### config.mk
export PLATFORM = sky130hd
export DESIGN_NAME = memory_access_stage
export DESIGN_NICKNAME = d
export VERILOG_FILES = /design/src/rtl/riscv_defines.sv /design/src/rtl/memory_access_stage_store_alignment.sv /design/src/rtl/memory_access_stage.sv
export SDC_FILE = /design/constraint.sdc
export NUM_CORES = 1
export LEC_CHECK = 0
export BUFFER_PORTS_ARGS = -buffer_cell sky130_fd_sc_hd__buf_2
export CAP_MARGIN = 20
export CELL_PAD_IN_SITES_DETAIL_PLACEMENT = 1
export CELL_PAD_IN_SITES_GLOBAL_PLACEMENT = 1
export CORE_ASPECT_RATIO = 1.5
export CORE_UTILIZATION = 34
export CTS_CLUSTER_SIZE = 16
export DETAILED_ROUTE_END_ITERATION = 6
export PLACE_DENSITY = 0.75
export SYNTH_ARGS = -nofsm -noshare
export SYNTH_HDL_FRONTEND = slang
export SYNTH_HIERARCHICAL = 1
export SYNTH_SLANG_ARGS = --single-unit
### constraint.sdc
create_clock -name clk -period 4.4 [get_ports clk]
set_clock_uncertainty 0.05 [all_clocks]
set_input_delay 0.66 -clock clk [delete_from_list [all_inputs] [get_ports clk]]
set_output_delay 0.66 -clock clk [all_outputs]
set_load 0.01 [all_outputs]
### src/rtl/riscv_defines.sv
// Shared type definitions for the kianv pipeline: load/store operation
// encodings and the memory-stage bus FSM states.
package riscv_defines;

  typedef enum logic [2:0] {
    LOAD_OP_NONE = 3'd0,
    LOAD_OP_LB   = 3'd1,
    LOAD_OP_LH   = 3'd2,
    LOAD_OP_LW   = 3'd3,
    LOAD_OP_LBU  = 3'd4,
    LOAD_OP_LHU  = 3'd5
  } LoadOp_t;

  typedef enum logic [1:0] {
    STORE_OP_NONE = 2'd0,
    STORE_OP_SB   = 2'd1,
    STORE_OP_SH   = 2'd2,
    STORE_OP_SW   = 2'd3
  } StoreOp_t;

  typedef enum logic [1:0] {
    MEM_IDLE  = 2'd0,
    MEM_WAIT  = 2'd1,
    MEM_DRAIN = 2'd2
  } mem_state_t;

  // Halfword loads need an even address, word loads a 4-byte aligned one.
  function automatic logic load_misaligned(input LoadOp_t op, input logic [1:0] addr_lo);
    logic mis;
    mis = 1'b0;
    case (op)
      LOAD_OP_LH, LOAD_OP_LHU: mis = addr_lo[0];
      LOAD_OP_LW:              mis = |addr_lo;
      default:                 mis = 1'b0;
    endcase
    return mis;
  endfunction

endpackage

### src/rtl/memory_access_stage_store_alignment.sv
// Store formatting: replicates store data across the word, builds byte
// enables from the low address bits and flags misaligned stores.
// Counterpart of load_alignment in writeback.
module store_alignment
  import riscv_defines::*;
(
  input  logic [1:0]  addr_lo,
  input  StoreOp_t    store_op,
  input  logic [31:0] data,
  output logic [31:0] wdata,
  output logic [3:0]  wstrb,
  output logic        misaligned
);

  // Replicate the store lanes so the slave can pick any byte lane via wstrb.
  always_comb begin
    wdata      = data;
    wstrb      = 4'b0000;
    misaligned = 1'b0;
    case (store_op)
      STORE_OP_SB: begin
        wdata = {4{data[7:0]}};
        wstrb = 4'b0001 << addr_lo;
      end
      STORE_OP_SH: begin
        wdata      = {2{data[15:0]}};
        wstrb      = 4'b0011 << {addr_lo[1], 1'b0};
        misaligned = addr_lo[0];
      end
      STORE_OP_SW: begin
        wdata      = data;
        wstrb      = 4'b1111;
        misaligned = |addr_lo;
      end
      default: begin
        wdata      = data;
        wstrb      = 4'b0000;
        misaligned = 1'b0;
      end
    endcase
  end

endmodule

### src/rtl/memory_access_stage.sv
// Memory-access pipeline stage: issues loads/stores on a valid/ready data
// bus, stalls the pipeline while a transaction is outstanding and owns the
// M->W pipeline register feeding writeback.
//
// state     | meaning
// MEM_IDLE  | no outstanding request; request issued combinationally from M
// MEM_WAIT  | request outstanding, M held by stall, bus fields come from M
// MEM_DRAIN | request orphaned by a flush; replayed from a registered copy
module memory_access_stage
  import riscv_defines::*;
#(
  parameter bit TRAP_MISALIGNED = 1'b1
) (
  input  logic        clk,
  input  logic        rst,
  input  logic [31:0] AluResultM,
  input  logic [31:0] WriteDataM,
  input  LoadOp_t     LoadOpM,
  input  StoreOp_t    StoreOpM,
  input  logic        RegWriteM,
  input  logic [4:0]  RdM,
  input  logic        ValidM,
  input  logic        FlushM,
  output logic        mem_valid,
  input  logic        mem_ready,
  output logic [31:0] mem_addr,
  output logic [31:0] mem_wdata,
  output logic [3:0]  mem_wstrb,
  input  logic [31:0] mem_rdata,
  output logic        StallM,
  output logic [31:0] AluResultW,
  output LoadOp_t     LoadOpW,
  output logic [31:0] ReadDataW,
  output logic        RegWriteW,
  output logic [4:0]  RdW,
  output logic        MisalignedW
);

  mem_state_t  state, state_next;
  logic        mem_valid_c, stall_c;
  logic [31:0] st_wdata;
  logic [3:0]  st_wstrb;
  logic        st_misaligned;
  logic        misaligned, trap_mis, is_mem, access, load_complete;
  logic [31:0] req_addr_c, req_addr_q, req_wdata_q;
  logic [3:0]  req_wstrb_c, req_wstrb_q;

  store_alignment u_store_alignment (
    .addr_lo    (AluResultM[1:0]),
    .store_op   (StoreOpM),
    .data       (WriteDataM),
    .wdata      (st_wdata),
    .wstrb      (st_wstrb),
    .misaligned (st_misaligned)
  );

  assign misaligned  = st_misaligned | load_misaligned(LoadOpM, AluResultM[1:0]);
  assign trap_mis    = misaligned & TRAP_MISALIGNED;
  assign is_mem      = (LoadOpM != LOAD_OP_NONE) | (StoreOpM != STORE_OP_NONE);
  assign access      = ValidM & ~FlushM & is_mem & ~trap_mis;
  assign req_addr_c  = {AluResultM[31:2], 2'b00};
  assign req_wstrb_c = (StoreOpM != STORE_OP_NONE) ? st_wstrb : 4'b0000;

  // State register.
  always_ff @(posedge clk or posedge rst) begin
    if (rst) state <= MEM_IDLE;
    else     state <= state_next;
  end

  // Next state, bus valid and stall decode.
  always_comb begin
    state_next  = state;
    mem_valid_c = 1'b0;
    stall_c     = 1'b0;
    case (state)
      MEM_IDLE: begin
        mem_valid_c = access;
        if (access && !mem_ready) begin
          stall_c    = 1'b1;
          state_next = MEM_WAIT;
        end
      end
      MEM_WAIT: begin
        mem_valid_c = 1'b1;
        stall_c     = ~mem_ready;
        if (mem_ready)   state_next = MEM_IDLE;
        else if (FlushM) state_next = MEM_DRAIN;
      end
      MEM_DRAIN: begin
        // Stall through the completing cycle too: M now holds a younger
        // instruction that has not had its own bus access yet.
        mem_valid_c = 1'b1;
        stall_c     = 1'b1;
        if (mem_ready) state_next = MEM_IDLE;
      end
      default: state_next = MEM_IDLE;
    endcase
  end

  // Shadow copy of the request, frozen once the flushed request is draining.
  always_ff @(posedge clk or posedge rst) begin
    if (rst) begin
      req_addr_q  <= 32'd0;
      req_wdata_q <= 32'd0;
      req_wstrb_q <= 4'd0;
    end else if (state != MEM_DRAIN) begin
      req_addr_q  <= req_addr_c;
      req_wdata_q <= st_wdata;
      req_wstrb_q <= req_wstrb_c;
    end
  end

  // Reset kills the request and the stall immediately, not at the next edge.
  assign mem_valid = mem_valid_c & ~rst;
  assign StallM    = stall_c & ~rst;
  assign mem_addr  = (state == MEM_DRAIN) ? req_addr_q  : req_addr_c;
  assign mem_wdata = (state == MEM_DRAIN) ? req_wdata_q : st_wdata;
  assign mem_wstrb = (state == MEM_DRAIN) ? req_wstrb_q : req_wstrb_c;

  assign load_complete = ~stall_c & mem_valid_c & mem_ready & ~FlushM &
                         (LoadOpM != LOAD_OP_NONE);

  // M->W pipeline register; a stall inserts a bubble.
  always_ff @(posedge clk or posedge rst) begin
    if (rst) begin
      AluResultW  <= 32'd0;
      LoadOpW     <= LOAD_OP_NONE;
      ReadDataW   <= 32'd0;
      RegWriteW   <= 1'b0;
      RdW         <= 5'd0;
      MisalignedW <= 1'b0;
    end else if (stall_c) begin
      RegWriteW   <= 1'b0;
      MisalignedW <= 1'b0;
      LoadOpW     <= LOAD_OP_NONE;
    end else begin
      AluResultW  <= AluResultM;
      LoadOpW     <= LoadOpM;
      RdW         <= RdM;
      RegWriteW   <= RegWriteM & ValidM & ~FlushM & ~trap_mis;
      MisalignedW <= trap_mis & ValidM & ~FlushM;
      if (load_complete) ReadDataW <= mem_rdata;
    end
  end

endmodule

=== After elaboration in Yosys (flattened, before gate mapping) ===
Cells that the tools add are included.

* Flip-flop bits (word level): 142
* Logic and storage cells: 74

* Muxes and demuxes: 19
* Bitwise gates (word level): 21
* Equal/unequal tests: 12
* Reduce and logical (&&, ||, !) cells: 10
* Shift-type cells: 2

{| class="wikitable"
|+ Operators with widths
! kind !! number
|-
| two-way mux 32 bit || 2
|-
| one-hot mux 32 bit (2 select lines) || 1
|-
| AND 1 bit || 14
|-
| one-hot mux 4 bit (3 select lines) || 1
|-
| two-way mux 2 bit || 4
|-
| two-way mux 4 bit || 2
|-
| equality test 2 bit (second input constant) || 3
|-
| equality test 3 x 2 -> 1 bit (second input constant) || 2
|-
| inequality test 2 bit (second input constant) || 3
|-
| one-hot mux 1 bit (2 select lines) || 3
|-
| one-hot mux 2 bit (3 select lines) || 1
|-
| OR reduction 2 bit || 3
|-
| inverter 1 bit || 5
|-
| equality test 2 x 1 -> 1 bit (second input constant) || 2
|-
| left shift 1 x 2 -> 4 bit (first input constant) || 1
|-
| left shift 2 x 2 -> 4 bit (first input constant) || 1
|-
| equality test 3 bit (second input constant) || 1
|-
| two-way mux 1 bit || 3
|-
| two-way mux 3 bit || 1
|-
| inequality test 3 bit (second input constant) || 1
|-
| one-hot mux 1 bit (3 select lines) || 1
|-
| AND reduction 3 bit || 1
|-
| nonzero test 3 bit || 1
|-
| zero test 2 bit || 1
|-
| 5 further kinds || 6
|}

=== Logic depth before layout (Yosys ltp) ===
Gate-level depths: netlist of the first run.

* Depth after elaboration: 15
* Depth in mapped cells: 11

=== Hierarchy ===
Netlist of the first run, hierarchy kept.

{| class="wikitable"
|+ By module, submodules not included
! module !! instances !! seq. area each (sq um) !! area each (sq um) !! cells an instance
|-
| memory_access_stage || 1 || 3,553.4 || 6,522.5 || 579
|-
| store_alignment || 1 || 0.0 || 569.3 || 93
|}

=== Least setup slack after synthesis of the first run ===
No wires, ideal clock.

* Kind: input to output
* From: input port StoreOpM[0]
* To: output port StallM
* Required time: 3.690 ns
* Stages: 9
* Arrival: 2.232 ns
* Path slack: 1.458 ns
* Path through: inv_1 -> ha_1 -> buf_2 -> nor2_1 -> nor2_1 -> and4b_1 -> a31oi_1 -> clkbuf_1 -> nor2_1

* Cells in the longest elaborated chain, start to end: 9
* Elaborated cells between the ends (all ways): 13
* Those cells by class: eq/ne (2); mux (3); bitwise (6); reduce/logical (2)

{| class="wikitable"
|+ RTL lines
! element !! RTL line !! source
|-
| from (decl) || memory_access_stage.sv:19 || <nowiki>input StoreOp_t StoreOpM,</nowiki>
|-
| equality test 2 bit || memory_access_stage_store_alignment.sv:20 || <nowiki>case (store_op)</nowiki>
|-
| one-hot mux 1 bit (2 select lines) (*) || memory_access_stage_store_alignment.sv:20 ||
|-
| named net st_misaligned || memory_access_stage.sv:43 || <nowiki>logic st_misaligned;</nowiki>
|-
| OR 1 bit (*) || memory_access_stage.sv:57 || <nowiki>assign misaligned = st_misaligned | load_misaligned(LoadOpM, AluResultM[1:0]);</nowiki>
|-
| inverter 1 bit (*) || memory_access_stage.sv:60 || <nowiki>assign access = ValidM & ~FlushM & is_mem & ~trap_mis;</nowiki>
|-
| AND 1 bit (*) || memory_access_stage.sv:60 ||
|-
| logical AND 1 bit (*) || memory_access_stage.sv:78 || <nowiki>if (access && !mem_ready) begin</nowiki>
|-
| two-way mux 1 bit (*) || memory_access_stage.sv:78 ||
|-
| one-hot mux 1 bit (3 select lines) (*) || memory_access_stage.sv:75 || <nowiki>case (state)</nowiki>
|-
| AND 1 bit (*) || memory_access_stage.sv:115 || <nowiki>assign StallM = stall_c & ~rst;</nowiki>
|-
| to (decl) || memory_access_stage.sv:30 || <nowiki>output logic StallM,</nowiki>
|}

Mark *: on every way through the listed nets, which the timed path passes. The rest lies on a longest branch.

=== Worst setup path in the final report of the first run ===
* From: register state[0]
* To: output port StallM

* Cells in the longest elaborated chain, start to end: 3
* Elaborated cells between the ends (all ways): 5
* Those cells by class: eq/ne (2); mux (1); bitwise (1); reduce/logical (1)

{| class="wikitable"
|+ RTL lines
! element !! RTL line !! source
|-
| from (decl) || memory_access_stage.sv:39 || <nowiki>mem_state_t state, state_next;</nowiki>
|-
| from (signal assigned) || memory_access_stage.sv:67 || <nowiki>else state <= state_next;</nowiki>
|-
| equality test 2 bit (tied with other cells) || memory_access_stage.sv:75 ||
|-
| one-hot mux 1 bit (3 select lines) (*) || memory_access_stage.sv:75 ||
|-
| AND 1 bit (*) || memory_access_stage.sv:115 ||
|}

Mark *: on every way between the ends. The rest lies on a longest branch, timed or not.

==> results of run 1 <==
per-stage QoR:
step	cell area, um^2	utilization, %	instances	total power [W]
6_report	9070	44.4	1166	0.00591
2_1_floorplan	7100	-	673	0.00354
3_3_place_gp	8470	41.5	1131	0.00443
3_5_place_dp	8470	41.5	1131	0.00451
4_1_cts	9060	44.4	1163	0.00599
5_1_grt	9070	44.4	1166	0.00629
worst register-to-register path: stages (launching register included):
cell     delay (ns)
dfrtp_1        0.42
inv_1          0.11
ha_2           0.19
or4b_1         0.53
buf_4          0.27
or2_2          0.74
or4_1          0.71
nand3_1        0.09
Yosys cell counts, drive strengths merged, types with 4 or more instances:
library cell	count	share of area [%]
dfrtp	142	50
mux2	99	16
nand2	77	4.1
clkbuf	47	2.5
a21oi	46	3.2
nor3	37	2.7
nand3	33	2.3
o311ai	32	4.0
or4	32	3.4
buf	25	2.6
inv	18	0.95
nor2	14	0.74
ha	9	1.6
o21ai	9	0.64
a22o	8	0.99
a22oi	8	0.85
o22ai	8	0.71
and2	4	0.35
cell families after synthesis:
family / Yosys count / share of synthesized area, %
other: 1 / 0.0529
AOI/OAI and AO/OA: 120 / 11.4
DFF: 142 / 50.1
and+or+nand+nor: 211 / 15.1
buffers and inverters: 90 / 6.09
muxes: 99 / 15.7
adders and majority gates: 9 / 1.59
registers in the layout, summed over array words and instances (netlist names):
signal	flops
req_wstrb_q	4
RegWriteW	1
req_wdata_q	32
AluResultW	32
RdW	5
ReadDataW	32
LoadOpW	3
req_addr_q	30
MisalignedW	1
state	2
worst paths after layout:
| path | startpoint | end | cells after the start |
|---|---|---|---|
| worst min-delay path | rst | RegWriteW | 2 |
| worst max register to register | state[0] | ReadDataW[29] | 7 |
| max in group asynchronous | rst | ReadDataW[11] | 3 |
| min in group clk | RdM[4] | RdW[4] | 2 |
| worst max-delay path | state[0] | StallM | 8 |
| worst min register to register | req_wdata_q[4] | req_wdata_q[4] | 1 |
area by class of cell:
cell class | count | area (um^2) | area share [%]
clock buffer | 17 | 425 | 4.69
inverter | 18 | 71.3 | 0.786
timing repair buffer | 266 | 1380 | 15.2
multi-input combinational | 441 | 3130 | 34.5
antenna | 3 | 7.51 | 0.0827
sequential | 142 | 3550 | 39.2
tap | 264 | 330 | 3.64
clock inverter | 15 | 174 | 1.92
power by group through the flow:
| stage | sequential, W | clock (W) | combinational [W] |
|---|---|---|---|
| after global placement | 0.00195 | 0 | 0.00249 |
| after floorplan | 0.00206 | 0 | 0.00148 |
| after CTS | 0.00196 | 0.00148 | 0.00255 |
| after global routing | 0.00201 | 0.00153 | 0.00276 |
| final | 0.00195 | 0.00145 | 0.00251 |
| after detailed placement | 0.00197 | 0 | 0.00254 |
metal layers:
layer / GRT usage, % / vias to the layer above
met3: 4.20 / 26
met5: 0 / -
li1: - / 2864
met4: 8.18 / 0
met2: 37.7 / 170
met1: 25.1 / 3077
==> metrics.txt, run 1 <==
most common cell after layout, fill and taps aside buf_2; reg-to-reg slack, setup 1.22 ns; Post-DRT Antenna Nets 0; CP top delay family buffers and inverters; Pins Over Slew Limit 0; Worst EP arrival 2.84 ns; most frequent cells in the layout 253 x buf_2, 142 x dfrtp_1, 99 x mux2_2, 77 x nand2_1, 46 x a21oi_1; H-Tree Depth 4; die height between 150 and 200 um; crit path cell chain inv_1 -> ha_2 -> buf_4 -> inv_1 -> a21oi_1 -> a31oi_4 -> nor2_1 -> buf_2; detailed placer's ending HPWL ~16000 um; drt pass-1 iters 4; PwrDens 651 mW/mm^2; CP Capture Type primary output; core area 0.0204 mm^2; Worst-Margin Slew 1.06 ns; FMAX 282 MHz; first-pass GRT wire length 35500 um; CP Max Fanout 72; Post-route DRC 0; clk slew on worst S/H paths 0.07 ns; Logic pwr share 42.5%; startpoint class of the critical path flop; Seq/Total Area, Yosys 50.1%; Area Overhead vs Synth 27.9%; metal3 WL 986 um; Psw approximately 0.0024 W; layout cells sized above 1 44.7%; 1st-iter DRT viols ~300; Worst path max stage delay 0.72 ns; fillers around 2300; Final Cycle Share about 81%; critical path required time 3.69 ns; largest vdd supply drop 328 uV; NumNets Final just over 1000; routed wire length 22900 um; EDFF count, synth 0; routed vias 6137; Longest Clk Path Bufs 2; Primary FF master, synth dfrtp_1; CP most frequent cell inv_1; Resized Gates After CTS 0; sequential power share approximately a third; Die W 120 um; die footprint 0.0215 mm^2; Min Hold Slack between 0.2 and 0.25 ns; setup TNS 0 ns; WL met1 9080 um; initial antenna violation count 3; routed len/inst a little under 20 um; CP max-delay cell buf_4; CTS hold repair buffers 0; hold crit path type input pin to asynchronous set/reset pin; CTS tree built; wire length on met2 12300 um; via/cell ratio 5.26; Hold Vio Cnt, Final 0; boundary pin count 256; Tmin final 3.55 ns; RSZ-0062 raised after global routing false; largest net degree at the start of global routing 85; Top Layer Used met4; Gate Count Post-Synth 672; total CTS buffers 17; FFs w/ async S/R, synth 100%; Yosys Warn Count 6; Clock power frac 24.5%; Root Driver clkbuf_16; cell area after synthesis 0.00709 mm^2; Sink Count around 140; Placer Congestion 0.783; crit path kind flop to primary output; Lkg Pwr ~4.0 nW; GR Util All Layers 21.3%; Worst-Skew Late Latency 0.42 ns; Max-cap violations 0; synthesized flop and latch total 142; dpl ws 0.923 ns; port bufs 253; number of global-route vias before repair 6306; Setup Fix Bufs, Post-CTS 0; worst rel slew slack around 27%; fin worst setup slack roughly 0.85 ns; Setup-failing EPs final 0; Initial Utilization between 30% and 40%; residual overflow from global routing 0; Worst Path Buf+Inv 4; Synth cell types 39; synthesized area per cell 10.6 um^2; Sw Share around two fifths; status complete, no violations; Rows 64; Pint 0.00354 W
No activity file was read; power rests on OpenSTA's default activity.
==> inputs of run 2 (changes only) <==
ABC_AREA = 1   (was unset)
CORE_UTILIZATION = 31   (was 34)
PLACE_DENSITY = 0.74   (was 0.75)
clock period = 3.2 ns   (was 4.4 ns; I/O delays follow)
==> run 2 against run 1 <==
Against the previous run: flip-flop and latch count unchanged; clock power increased by 55%; final cell count increased by 9.9%; die area decreased by 1.4%; final area decreased by 6.3%; sequential power increased by 30%; register-to-register slack got worse by 0.19 ns; via count decreased by 7.2%; setup slack got worse by 0.33 ns; critical endpoint unchanged; largest cell class unchanged; highest routed layer is now met5.
==> metrics.txt, run 2 <==
clk slew on worst S/H paths 0.06 ns (about the same); EDFF count, synth 0 (unchanged); cell area after synthesis 0.00637 mm^2 (-10%); Tmin final 2.68 ns; synthesized flop and latch total 142 (unchanged); Worst EP arrival 2.15 ns (-0.69 ns); via/cell ratio 4.44 (-16%); Post-DRT Antenna Nets 0 (unchanged); Synth cell types 25 (-36%); CP max-delay cell dfrtp_1; critical path required time 2.67 ns (-1.02 ns); Pins Over Slew Limit 0 (unchanged); die footprint 0.0211 mm^2 (-1.4%); Synth area leaders dfrtp_1 56%, nand2_1 20%, o21ai_0 5.6%, inv_1 5.1%, o21bai_1 3.8%; Placer Congestion 0.793 (+1.2%); core area 0.0199 mm^2 (-2.3%); 1st-iter DRT viols 197 (-33%); PwrDens 817 mW/mm^2 (+25%); synthesized area per cell 8.27 um^2 (-22%); Seq/Total Area, Yosys 55.8% (+5.6 points); die height 178 um (-0.71%); Sink Count 142 (unchanged); most common cell in the netlist nand2_1; Lkg Pwr 4.66 nW (+17%); Pint 0.00459 W (+30%); most common cell after layout, fill and taps aside nand2_1; Setup Fix Bufs, Post-CTS 0 (unchanged); hold crit path type input pin to flop; worst rel slew slack 60.7% (+33 points); FFs w/ async S/R, synth 100% (unchanged); Worst-Margin Slew 0.589 ns (-0.475 ns); final std cells w/o fill 1282 (+9.9%); Resized Gates After CTS 0 (unchanged); Psw 0.00235 W (-0.84%); most frequent cells in the layout 343 x nand2_1, 253 x buf_2, 142 x dfrtp_1, 86 x inv_1, 71 x o21ai_0; Sw Share 33.9% (-6.3 points); Hold Vio Cnt, Final 0 (unchanged); Root Driver clkbuf_16; Gate Count Post-Synth 771 (+15%); Worst-Skew Late Latency 0.42 ns (about the same); Worst path max stage delay 0.40 ns (-0.32 ns); routed len/inst 15.2 um (-22%); layout cells sized above 1 29.9% (-15 points); crit path cell chain inv_1 -> ha_4 -> a21oi_1 -> nand2_1 -> nand2_1 -> nor2_1 -> buf_2; startpoint class of the critical path flop; drt pass-1 iters 6 (+2); min-delay src mem_rdata[23]; largest vdd supply drop 286 uV (-13%); CTS hold repair buffers 0 (unchanged); CTS tree built; Initial Utilization 32.0% (-2.8 points); total power 0.00694 W (+17%); Synth top area share 55.8% (+5.6 points); CP most frequent cell nand2_1; FMAX 373 MHz; leading area contributor after synthesis dfrtp_1; routed vias 5696 (-7.2%); launch point of the worst reg-to-reg path state[0]; Logic pwr share 31.3% (-11 points); GR Util All Layers 19.4% (-1.9 points); setup TNS 0 ns (unchanged); Yosys Warn Count 6 (unchanged); port bufs 253 (unchanged); boundary pin count 256 (unchanged); status complete, no violations; Rows 63 (-1.6%); routed wire length 19500 um (-15%); largest net degree at the start of global routing 107 (+26%); placed cell count 1249 (+10%); Longest Clk Path Bufs 2 (unchanged); Primary FF master, synth dfrtp_1; crit path kind flop to primary output; CP Max Fanout 19 (-74%); detailed placer's ending HPWL 14300 um (-8.6%); H-Tree Depth 4 (unchanged); Final Cycle Share between 80 and 90%; number of global-route vias before repair 6129 (-2.8%); Clock power frac 32.4% (+7.9 points); biggest regs AluResultW x32, ReadDataW x32, req_wdata_q x32; final instance area 0.00850 mm^2 (-6.3%); initial antenna violation count 2 (-1); residual overflow from global routing 0 (unchanged); Die W 119 um (-0.70%); first-pass GRT wire length 31300 um (-12%); sequential power share 36.4% (+3.4 points); RSZ-0062 raised after global routing false; Setup-failing EPs final 0 (unchanged); Crit. Startpoint state[0]; Area Overhead vs Synth 33.4%; Post-synth top cells 343 x nand2_1, 142 x dfrtp_1, 87 x inv_1, 71 x o21ai_0, 32 x o21bai_1; Max-cap violations 0 (unchanged); Post-route DRC 0 (unchanged); CP Capture Type primary output; total CTS buffers 17 (unchanged); placed instance area 0.00784 mm^2 (-7.4%); NumNets Final 1129 (+12%)
-- run 2: worst paths after layout --
check | to | slack, ns | cells after the start
min in group asynchronous | ReadDataW[16] | 0.21 | 3
setup / recovery | StallM | 0.52 | 7
hold / removal | ReadDataW[23] | 0.20 | 3
setup reg to reg | ReadDataW[7] | 1.03 | 8
hold reg to reg | RdW[4] | 0.42 | 2
max in group asynchronous | AluResultW[6] | 2.43 | 3
-- run 2: cells by family (layout without fill, tap and decap cells) --
family	count (synthesis)	in the layout	synth area share, %
buffers and inverters	135	384	9.52
adders and majority gates	9	9	1.77
DFF	142	142	55.8
and+or+nand+nor	367	367	22.2
AOI/OAI and AO/OA	117	117	10.7
other	1	3	0.0588
-- run 2: power by group through the flow --
stage / Combinational, W / Sequential, W / Clock, W
2_1_floorplan: 0.00108 / 0.00271 / 0
3_3_place_gp: 0.00216 / 0.00253 / 0
3_5_place_dp: 0.00221 / 0.00256 / 0
4_1_cts: 0.00223 / 0.00254 / 0.00230
5_1_grt: 0.00245 / 0.00259 / 0.00236
6_report: 0.00217 / 0.00253 / 0.00225
-- run 2: layer usage --
layer / track usage [%] / up-vias / wire, um
met1: 19.9 / 2706 / 7080
met2: 36.1 / 155 / 10800
li1: - / 2806 / -
met5: 0 / - / 10
met3: 6.27 / 27 / 1240
met4: 7.54 / 2 / 446
-- run 2: area by class of cell --
cell class | count | area (um^2)
Fill cell | 2477 | 11400
Sequential cell | 142 | 3550
Multi-Input combinational cell | 495 | 2230
Timing Repair Buffer | 263 | 1390
Clock buffer | 20 | 447
Inverter | 89 | 338
Tap cell | 260 | 325
Clock inverter | 12 | 215
Antenna cell | 1 | 2.50
-- run 2: per-stage QoR --
stage / worst slack [ns] / utilization, % / hold slack [ns]
3_3_place_gp: 0.526 / 39.3 / 0.403
4_1_cts: 0.438 / 42.6 / 0.182
6_report: 0.520 / 42.6 / 0.202
5_1_grt: 0.254 / 42.6 / 0.187
2_1_floorplan: 0.777 / - / 0.452
3_5_place_dp: 0.447 / 39.3 / 0.407
-- run 2: critical path: cells and delay by family (launching register included) --
family                     cells  cell delay (ns)
and+or+nand+nor                3             0.43
DFF                            1             0.40
adders and majority gates      1             0.25
AOI/OAI and AO/OA              1             0.39
buffers and inverters          2             0.25
==> inputs of run 3 (changes only) <==
clock period = 2.3 ns   (was 3.2 ns; I/O delays follow)
==> run 3 against run 2 <==
Against the previous run: global-route usage up 0.50 points; setup slack worse by 0.45 ns; via count up 3.1%; die area unchanged; final area up 3.3%; first-iteration DRC count down 14%; largest cell class unchanged; routed wire length up 2.8%; combinational power up 47%; critical endpoint is now mem_wdata[22]; flip-flop and latch count unchanged; count of clock-buffer cells in the layout up 2; sequential power up 40%.
==> metrics.txt, run 3 (synthesized netlist as in run 2, its figures left out) <==
status complete, no violations; FMAX 449 MHz; Area Overhead vs Synth 37.8%; drt pass-1 iters 4 (-2); Lkg Pwr 4.79 nW (+2.8%); residual overflow from global routing 0 (unchanged); Root Driver clkbuf_16; biggest regs AluResultW x32, ReadDataW x32, req_wdata_q x32; placed cell count 1268 (+1.5%); routed vias 5870 (+3.1%); Worst EP arrival 1.83 ns (-0.32 ns); layout cells sized above 1 33.1% (+3.3 points); most frequent cells in the layout 334 x nand2_1, 248 x buf_2, 142 x dfrtp_1, 84 x inv_1, 64 x o21ai_0; total CTS buffers 17 (unchanged); Rows 63 (unchanged); Hold Vio Cnt, Final 0 (unchanged); die height 178 um (unchanged); most common cell after layout, fill and taps aside nand2_1; RSZ-0062 raised after global routing true; Post-route DRC 0 (unchanged); 1st-iter DRT viols 169 (-14%); routed wire length 20100 um (+2.8%); CTS tree built; Sink Count 142 (unchanged); reg2reg path depth 8 (unchanged); number of diodes 0 (-1); total power 0.00951 W (+37%); Placer Congestion 0.843 (+6.4%); Max-cap violations 0 (unchanged); placed instance area 0.00806 mm^2 (+2.8%); Die W 119 um (unchanged); core area 0.0199 mm^2 (unchanged); PwrDens 1080 mW/mm^2 (+33%); port bufs 253 (unchanged); final std cells w/o fill 1307 (+2.0%); Tmin final 2.23 ns; CTS hold repair buffers 0 (unchanged); critical path required time 1.90 ns (-0.77 ns); boundary pin count 256 (unchanged); initial antenna violation count 1 (-1); startpoint class of the critical path flop; Post-DRT Antenna Nets 0 (unchanged); die footprint 0.0211 mm^2 (unchanged); fillers 2489 (+0.48%); CP Max Fanout 33 (+14); clk slew on worst S/H paths 0.06 ns (about the same); Longest Clk Path Bufs 2 (unchanged); hold crit path type input pin to asynchronous set/reset pin; worst rel slew slack 51.3% (-9.4 points); Initial Utilization 32.0% (unchanged); routed len/inst 15.4 um (+0.80%); Worst-Margin Slew 0.729 ns (+0.140 ns); Setup-failing EPs final 0 (unchanged); first-pass GRT wire length 32100 um (+2.6%); NumNets Final 1155 (+2.3%); via/cell ratio 4.49 (+1.1%); GR Util All Layers 19.9% (+0.50 points); Pins Over Slew Limit 0 (unchanged); post-layout util 44.0% (+1.4 points); number of global-route vias before repair 6271 (+2.3%); H-Tree Depth 4 (unchanged); Worst-Skew Late Latency 0.43 ns (about the same); largest net degree at the start of global routing 71 (-34%); CP Capture Type primary output; detailed placer's ending HPWL 15200 um (+6.3%); largest vdd supply drop 432 uV (+51%); crit path kind flop to primary output; Final Cycle Share a little over nine tenths; final instance area 0.00878 mm^2 (+3.3%)
==> run 3: cell count changes in the layout (fill, tap and decap cells not counted), moves of 3 or more <==
cell,delta
buf_2,-5
nand2_1,-9
o21ai_0,-7
buf_6,+6
nand2_2,+9
clkbuf_8,+3
o21ai_1,+7
bufinv_16,-4
buf_4,+19
buf_12,+6
==> run 3: worst max-delay path: stages, from the launching register on <==
cell and delay, ns:
dfrtp_1 0.41, inv_2 0.10, ha_4 0.20, clkinvlp_4 0.17
buf_12 0.20, nand2_1 0.08, nand2_1 0.08, buf_2 0.14
==> run 3: area by class of cell <==
| cell class | count | area [um^2] | area share, % |
|---|---|---|---|
| sequential | 142 | 3550 | 40.5 |
| multi-input combinational | 495 | 2270 | 25.9 |
| timing repair buffer | 289 | 1700 | 19.3 |
| clock buffer | 22 | 484 | 5.51 |
| inverter | 89 | 342 | 3.89 |
| tap | 260 | 325 | 3.70 |
| clock inverter | 10 | 111 | 1.27 |
==> run 3: metrics by stage <==
step	worst slack, ns	hold slack (ns)	setup TNS [ns]
2_1_floorplan	0.128	0.402	0
3_3_place_gp	0.108	0.400	0
3_5_place_dp	0.00703	0.407	0
4_1_cts	0.00289	0.0176	0
5_1_grt	-0.0404	0.0349	-0.775
6_report	0.0739	0.0257	0
==> run 3: worst paths after layout <==
path / slack (ns) / endpoint / startpoint
worst max-delay path: 0.07 / mem_wdata[22] / state[0]
worst min-delay path: 0.03 / state[0] / rst
worst max register to register: 0.46 / ReadDataW[3] / state[0]
worst min register to register: 0.42 / AluResultW[31] / AluResultW[31]
max in group asynchronous: 1.59 / req_addr_q[19] / rst
min in group clk: 0.06 / ReadDataW[23] / mem_rdata[23]
==> run 3: power by group <==
part	switching, W	internal, W	total, W
logic	0.00192	0.00128	0.00320
clock network	0.00108	0.00170	0.00279
registers	0.000325	0.00320	0.00353
total	0.00332	0.00618	0.00951
==> run 3: timing repair <==
action,4_1_cts,5_1_grt
resized for setup,5,24
pin swaps,0,2
endpoints found under the setup margin,42,67
buffers inserted,3,4
==> run 3: routing by layer <==
| metal | vias to the layer above | global-route usage, % | share of wire [%] |
|---|---|---|---|
| met5 | - | 0 | 0.050 |
| met4 | 2 | 8.49 | 2.6 |
| met3 | 34 | 5.91 | 5.7 |
| met2 | 169 | 37.1 | 55 |
| met1 | 2803 | 20.4 | 36 |
| li1 | 2862 | - | - |
